==> src/rtl/sd_cmd_seq.sv <==
// sd_cmd_seq: SD-card (SPI mode) command sequencer feeding an SPI byte engine.
// Frames one command (gap filler, 6-byte command frame with CRC7), polls for R1,
// and optionally collects four trailing response bytes (R3/R7).
// Ports:
//   clk, reset_n          clock, asynchronous active-low reset
//   spi_ce                clock enable shared with the byte engine
//   cmd_start             start request (sampled in IDLE only)
//   cmd_index, cmd_arg    command number and 32-bit argument
//   resp_ext              read 4 extra bytes after R1
//   busy, done, timeout   command status; done is a one-clk pulse
//   r1, r_ext             R1 byte and extended response (first byte in [31:24])
//   spi_di, spi_wr        byte and write strobe to the byte engine
//   spi_do, spi_dsr       received byte and data-ready from the byte engine
module sd_cmd_seq #(
  parameter int unsigned NCR_MAX   = 8,
  parameter int unsigned GAP_BYTES = 1
) (
  input  logic        clk,
  input  logic        reset_n,
  input  logic        spi_ce,
  input  logic        cmd_start,
  input  logic [5:0]  cmd_index,
  input  logic [31:0] cmd_arg,
  input  logic        resp_ext,
  output logic        busy,
  output logic        done,
  output logic        timeout,
  output logic [7:0]  r1,
  output logic [31:0] r_ext,
  output logic [7:0]  spi_di,
  output logic        spi_wr,
  input  logic [7:0]  spi_do,
  input  logic        spi_dsr
);

  typedef enum logic [2:0] {IDLE, GAP, CMD, POLL, EXT, FIN} state_t;
  typedef enum logic [1:0] {XP_NONE, XP_ISSUE, XP_LOW, XP_HIGH} xphase_t;

  localparam logic [7:0] GAP_LAST = 8'(GAP_BYTES - 1);
  localparam logic [7:0] NCR_LAST = 8'(NCR_MAX - 1);

  state_t      state;
  xphase_t     xphase;
  logic [7:0]  cnt;
  logic [39:0] frame;
  logic [6:0]  crc;
  logic        ext_req;
  logic        rx_valid;

  // CRC7 (x^7 + x^3 + 1) advanced by one byte, MSB first.
  function automatic logic [6:0] crc7_byte(input logic [6:0] c, input logic [7:0] d);
    logic [6:0] r;
    logic       fb;
    r = c;
    for (int unsigned i = 0; i < 8; i++) begin
      fb = r[6] ^ d[7 - i];
      r  = {r[5:0], 1'b0} ^ (fb ? 7'h09 : 7'h00);
    end
    return r;
  endfunction

  // The strobe is gated combinationally by spi_ce so it lands exactly on an
  // enabled clk; spi_di is registered and held for the whole ISSUE phase.
  assign spi_wr   = (xphase == XP_ISSUE) && spi_ce;
  assign rx_valid = (xphase == XP_HIGH) && spi_dsr;

  always_ff @(posedge clk or negedge reset_n) begin
    if (!reset_n) begin
      state   <= IDLE;
      xphase  <= XP_NONE;
      cnt     <= '0;
      frame   <= '0;
      crc     <= '0;
      ext_req <= 1'b0;
      busy    <= 1'b0;
      done    <= 1'b0;
      timeout <= 1'b0;
      r1      <= '1;
      r_ext   <= '0;
      spi_di  <= '1;
    end else begin
      done <= 1'b0;

      // Transfer handshake: strobe, then dsr must be seen low, then high.
      case (xphase)
        XP_ISSUE: if (spi_ce) xphase <= XP_LOW;
        XP_LOW:   if (!spi_dsr) xphase <= XP_HIGH;
        default:  ;
      endcase

      case (state)
        IDLE: begin
          if (cmd_start) begin
            busy    <= 1'b1;
            timeout <= 1'b0;
            r1      <= '1;
            r_ext   <= '0;
            ext_req <= resp_ext;
            cnt     <= '0;
            xphase  <= XP_ISSUE;
            if (GAP_BYTES == 0) begin
              // Skip the gap: load frame byte 0 straight from the inputs.
              state  <= CMD;
              spi_di <= {2'b01, cmd_index};
              crc    <= crc7_byte('0, {2'b01, cmd_index});
              frame  <= {cmd_arg, 8'h00};
            end else begin
              state  <= GAP;
              spi_di <= '1;
              crc    <= '0;
              frame  <= {2'b01, cmd_index, cmd_arg};
            end
          end
        end

        GAP: begin
          if (rx_valid) begin
            xphase <= XP_ISSUE;
            if (cnt == GAP_LAST) begin
              state  <= CMD;
              cnt    <= '0;
              spi_di <= frame[39:32];
              crc    <= crc7_byte(crc, frame[39:32]);
              frame  <= {frame[31:0], 8'h00};
            end else begin
              cnt    <= cnt + 8'd1;
              spi_di <= '1;
            end
          end
        end

        // Frame bytes are shifted out of 'frame' and folded into the CRC as
        // they are loaded, so the CRC byte is ready when byte 4 completes.
        CMD: begin
          if (rx_valid) begin
            xphase <= XP_ISSUE;
            if (cnt == 8'd5) begin
              state  <= POLL;
              cnt    <= '0;
              spi_di <= '1;
            end else if (cnt == 8'd4) begin
              cnt    <= cnt + 8'd1;
              spi_di <= {crc, 1'b1};
            end else begin
              cnt    <= cnt + 8'd1;
              spi_di <= frame[39:32];
              crc    <= crc7_byte(crc, frame[39:32]);
              frame  <= {frame[31:0], 8'h00};
            end
          end
        end

        POLL: begin
          if (rx_valid) begin
            if (!spi_do[7]) begin
              r1  <= spi_do;
              cnt <= '0;
              if (ext_req) begin
                state  <= EXT;
                spi_di <= '1;
                xphase <= XP_ISSUE;
              end else begin
                state  <= FIN;
                xphase <= XP_NONE;
              end
            end else if (cnt == NCR_LAST) begin
              timeout <= 1'b1;
              r1      <= '1;
              cnt     <= '0;
              state   <= FIN;
              xphase  <= XP_NONE;
            end else begin
              cnt    <= cnt + 8'd1;
              spi_di <= '1;
              xphase <= XP_ISSUE;
            end
          end
        end

        EXT: begin
          if (rx_valid) begin
            r_ext <= {r_ext[23:0], spi_do};
            if (cnt == 8'd3) begin
              cnt    <= '0;
              state  <= FIN;
              xphase <= XP_NONE;
            end else begin
              cnt    <= cnt + 8'd1;
              spi_di <= '1;
              xphase <= XP_ISSUE;
            end
          end
        end

        FIN: begin
          done  <= 1'b1;
          busy  <= 1'b0;
          cnt   <= '0;
          state <= IDLE;
        end

        default: begin
          state  <= IDLE;
          xphase <= XP_NONE;
        end
      endcase
    end
  end

endmodule

==> config.mk <==
export PLATFORM = sky130hd
export DESIGN_NAME = sd_cmd_seq
export DESIGN_NICKNAME = d
export VERILOG_FILES = /design/src/rtl/sd_cmd_seq.sv
export SDC_FILE = /design/constraint.sdc
export NUM_CORES = 1
export LEC_CHECK = 0
export ABC_AREA = 1
export CORE_ASPECT_RATIO = 1.1
export CORE_MARGIN = 3
export CORE_UTILIZATION = 60
export DETAILED_ROUTE_END_ITERATION = 8
export DONT_BUFFER_PORTS = 1
export GPL_TIMING_DRIVEN = 0
export PLACE_DENSITY = 0.76
export SLEW_MARGIN = 20
export SYNTH_ARGS = -nofsm -noshare
export SYNTH_HDL_FRONTEND = slang
export SYNTH_SLANG_ARGS = --single-unit
==> constraint.sdc <==
create_clock -name clk -period 2.35 [get_ports clk]
set_input_delay 0.47 -clock clk [delete_from_list [all_inputs] [get_ports clk]]
set_output_delay 0.47 -clock clk [all_outputs]
set_load 0.01 [all_outputs]
# Yosys cells after proc, flatten, opt, wreduce, memory -nomap -nowiden
# Index checks and enable logic that the tools add are counted.
# op_classes
n_eq_ne	28
n_bitwise	16
div	0
add_sub_neg	1
mul	0
n_reduce_logical	20
n_lt_le_gt_ge	0
n_shift	0
n_mux	85
# ops
operator	count
two-way mux 40 bit	6
two-way mux 8 bit	25
case mux 40 bit (3 select lines)	1
two-way mux 32 bit	2
case mux 32 bit (2 select lines)	1
bitwise XOR 7 x 4 -> 7 bit	8
case mux 8 bit (6 select lines)	1
two-way mux 7 bit	6
case mux 8 bit (5 select lines)	1
two-way mux 4 bit	8
two-way mux 3 bit	10
inequality test 2 bit (second input constant)	13
equality test 8 x 3 -> 1 bit (second input constant)	3
case mux 7 bit (3 select lines)	1
AND reduction 9 bit	2
case mux 8 bit (2 select lines)	1
case mux 3 bit (5 select lines)	1
two-way mux 2 bit	7
two-way mux 1 bit	10
case mux 2 bit (5 select lines)	1
inequality test 3 bit (second input constant)	3
adder 8 x 1 -> 8 bit (second input constant)	1
equality test 8 x 2 -> 1 bit (second input constant)	1
logical NOT 8 bit	1
21 further kinds	36
# word_totals
n_memories	0
mem_bits_ro	0
inputBits	52
regBits	112
elab_cells	162
ram_bits	0
output_inout_bits	52
latchBits	0

# Logic depth before layout (Yosys ltp)
# depth
word_depth	28
ltp_mapped	11

# Least setup slack after synthesis
# No wires, ideal clock.
# synth_path
path_kind	register -> register
startpoint	reg cnt[0]
endpoint	reg frame[38]
setup_time_ns	0.122
t_arrival_ns	1.551
path_buffers	2
setup_slack_ns	0.677
stages_incl_launch_ff	10
required_time_ns	2.228
path_cell_list	dfrtp_1 inv_1 ha_1 nand3_2 nor2_2 o21ai_2 nand3_2 buf_4 buf_4 o21ai_1
# synth_between
elab_chain_cells	3
# synth_rtl
element	line_no	text
start, declared	44	logic [7:0] cnt;
start signal, assigned	126	cnt <= cnt + 8'd1;
start signal, assigned	142	cnt <= cnt + 8'd1;
start signal, assigned	145	cnt <= cnt + 8'd1;
equality test 8 x 3 -> 1 bit, or another cell as far along	141	end else if (cnt == 8'd4) begin
inequality test 2 bit (no line)	-	
AND reduction 7 bit (no line) (*)	-	
end signal, assigned	111	frame <= {2'b01, cmd_index, cmd_arg};
end signal, assigned	124	frame <= {frame[31:0], 8'h00};
end signal, assigned	148	frame <= {frame[31:0], 8'h00};
end, declared	45	logic [39:0] frame;
# Mark *: on every way between the ends. The rest lies on a longest branch, timed or not.
# A chain may end at the register's enable or synchronous reset.

# Final worst setup path
# layout_path
startpoint	reg cnt[0]
endpoint	reg frame[9]
# Same word-level chain as after synthesis.

==> impl_metrics.tcl <==
set metrics [dict create \
    cts.reportedPaths.clkPinSlew_ps 110 \
    fmax_ghz 0.471 \
    ys_top_cells_by_area "dfrtp_1 (40%), nand2_1 (22%), dfstp_2 (6.9%)" \
    initial_utilization_pct 63.2 \
    clk_latency_ps 390 \
    die_x_um 102 \
    r2r_cells 10 \
    cpPeakStageDelay_ps 430 \
    cts_buffers 9 \
    cp-end-kind "flip-flop" \
    worstPathMaxFanout 10 \
    cts_tree "built" \
    worstMarginPinSlew_ps 527 \
    viasPerCell 5.56 \
    ir_worst_vdd_v 0.000716 \
    num_io_pins 104 \
    total_power_mw 9.24 \
    diodes 0 \
    drt_iter0_drc 260 \
    hold_class "primary input to async pin" \
    final-seq-area_um2 2820 \
    drc 0 \
    synthArstFlopShare_pct 100 \
    finClkSkew_ps 9.76 \
    p_leak_nw 3.33 \
    whs_ps -239 \
    yosys.area.top_type "dfrtp_1" \
    grt_max_degree 113 \
    post-route-period-util_pct 90.3 \
    critPathBufInv 3 \
    avgSynthCellArea_um2 7.28 \
    slowest_stage "dfrtp_1" \
    rsz0062_at_grt "false" \
    layoutNonFillerInstCount 965 \
    yosysSeqAreaShare_pct 46.6 \
    arrival_ps 2450 \
    drt_first_pass_iters 5 \
    placeableCoreArea_um2 9580 \
    netlist_instances 832 \
    critical_path_cell_count 10 \
    crit_chain "inv_1 -> ha_1 -> nand3_2 -> nor2_2 -> o21ai_2 -> nand3_2 -> buf_4 -> buf_4 -> nand2_1 -> nand2_1" \
    io_buffers 0 \
    nFillCells 824 \
    finalHoldViolations 112 \
    nNetsFinal 901 \
    drive_above_1_share_pct 9.32 \
    slew_viol_final 0 \
    grt.met2_usage_pct 45.5 \
    synth_edf_count 0 \
    worstSetupPathType "flip-flop to flip-flop" \
    clock_sinks 112 \
    ys_warn_count 0 \
    grt_pass1_vias 5355 \
    busiest_layer "met2" \
    num_rows 37 \
    use_met1_pct 34.2 \
    synth_seq_cells 112 \
    finalCriticalPeriod_ps 2120 \
    ys_types 33 \
    grt_overflow_total 0 \
    cp-start-kind "flip-flop" \
    grt_usage_pct 27.2 \
    dp_hpwl_um 10600 \
    place.gp.congestion 0.922 \
    ant_nets 0 \
    dieArea_um2 11300 \
    gr-usage-met3_pct 5.51 \
    post_cts.repair.setup_buffers 0 \
    antenna_found_initial 0 \
    vias 5366 \
    finalSetupTns_ps 0 \
    synthesis.area_um2 6060 \
    synth_flop_cell "dfrtp_1" \
    p_per_area_nw_per_um2 1440 \
    synth_top_area_share_pct 39.7 \
    r2r_setup_slack_ps 230 \
    setup_viol 0 \
    area_growth_pct 5.91 \
    grt_pass1_wl_um 24900 \
    place_area_um2 6200 \
    cts_root_buf "clkbuf_8" \
    syn_nets 890 \
    placed_cells_incl_taps 949 \
    cpLargestDelayFamily "simple AND/OR/NAND/NOR gates" \
    clk_path_buf_depth 2 \
    cts_max_level 3 \
    wl_um 14500 \
    drv_cap 0 \
    slew_headroom_pct 64.9 \
    status "finished, violations left" \
    routedWlPerCell_um 15.0 \
    stdcell_area_um2 6410 \
    multiInputGateArea_um2 2730 \
    violations "negative hold slack" \
    required_ps 2680 \
    ctsResizeCount 0 \
    fp.dieH_um 111 \
]
layout make-up:
cell class | count | area share (%)
clock inverter | 7 | 1.37
sequential | 112 | 44.0
tap | 117 | 2.28
inverter | 79 | 4.62
multi-input combinational | 607 | 42.5
buffer | 34 | 3.32
clock buffer | 9 | 1.93
layer usage:
| layer | vias to the layer above | wire [um] | part of all wire (%) |
|---|---|---|---|
| met5 | - | 0 | 0 |
| met1 | 2537 | 6060 | 42 |
| li1 | 2618 | - | - |
| met3 | 34 | 867 | 6.0 |
| met4 | 0 | 392 | 2.7 |
| met2 | 177 | 7180 | 50 |
power by group:
part           internal [mW]  total [mW]  switching (mW)
clock network          0.518        1.24           0.724
logic                   1.57        4.74            3.17
registers               2.68        3.25           0.573
total                   4.77        9.24            4.47
path summary, 6_finish.rpt:
path                              to       from
max in group asynchronous      r1[3]    reset_n
min                             busy    reset_n
max reg2reg                 frame[9]     cnt[0]
max                         frame[9]     cnt[0]
min in group clk             ext_req   resp_ext
min reg2reg                frame[19]  frame[19]
synthesized netlist by cell type, types with 2 or more instances:
cell      count
buf_4        11
dfrtp_1      96
nand3_2       4
o21ai_1       6
nand3_1      75
xnor2_1       7
xor2_1        5
o211ai_1      2
inv_2         3
o21ai_0      65
clkbuf_2      3
clkbuf_1      8
buf_2         8
buf_6         4
nand2_1     350
a21oi_1       6
inv_1        75
o21ai_2       3
nor2_1       51
nor2_2        8
dfstp_2      16
nand4_1       3
o21bai_1      8
ha_1          6
flip-flops by register name, indices dropped and copies added, names as in the netlist:
| signal | count |
|---|---|
| frame | 40 |
| r_ext | 32 |
| cnt | 8 |
| state | 3 |
| ext_req | 1 |
| xphase | 2 |
| busy | 1 |
| done | 1 |
| r1 | 8 |
| spi_di | 8 |
| timeout | 1 |
| crc | 7 |
cells by family (layout without fill, tap and decap cells):
kind of cell | after synthesis | in the layout | share of synthesized area (%)
adder cells (fa/ha/maj) | 6 | 6 | 1.24
XOR/XNOR | 12 | 12 | 1.74
flip-flops | 112 | 112 | 46.6
AO/OA/AOI/OAI | 93 | 93 | 8.41
buffers and inverters | 113 | 129 | 8.41
AND/OR/NAND/NOR | 496 | 496 | 33.6
through the flow:
stage / util, % / setup slack, ps
floorplan: - / 677
global route: 66.9 / 27.6
global placement: 64.7 / 305
CTS: 66.9 / 232
detailed placement: 64.7 / 242
finish: 66.9 / 229
cells in the final DEF (no fill, tap or decap), types with 5 or more instances in the layout:
cell type / count
nand3_1: 75
xnor2_1: 7
ha_1: 6
o21bai_1: 8
o21ai_1: 6
clkbuf_1: 8
dfstp_2: 16
buf_4: 11
nor2_2: 8
xor2_1: 5
inv_1: 75
o21ai_0: 65
clkbuf_8: 9
dfrtp_1: 96
buf_2: 8
nand2_1: 350
a21oi_1: 6
nor2_1: 51
worst reg2reg max path, stage by stage (launching register included):
cell and delay, ps:
dfrtp_1 430, inv_1 110, ha_1 190, nand3_2 200, nor2_2 410, o21ai_2 130, nand3_2 100, buf_4 170
buf_4 200, nand2_1 70, nand2_1 60
Power figures use the tool's default switching activity.
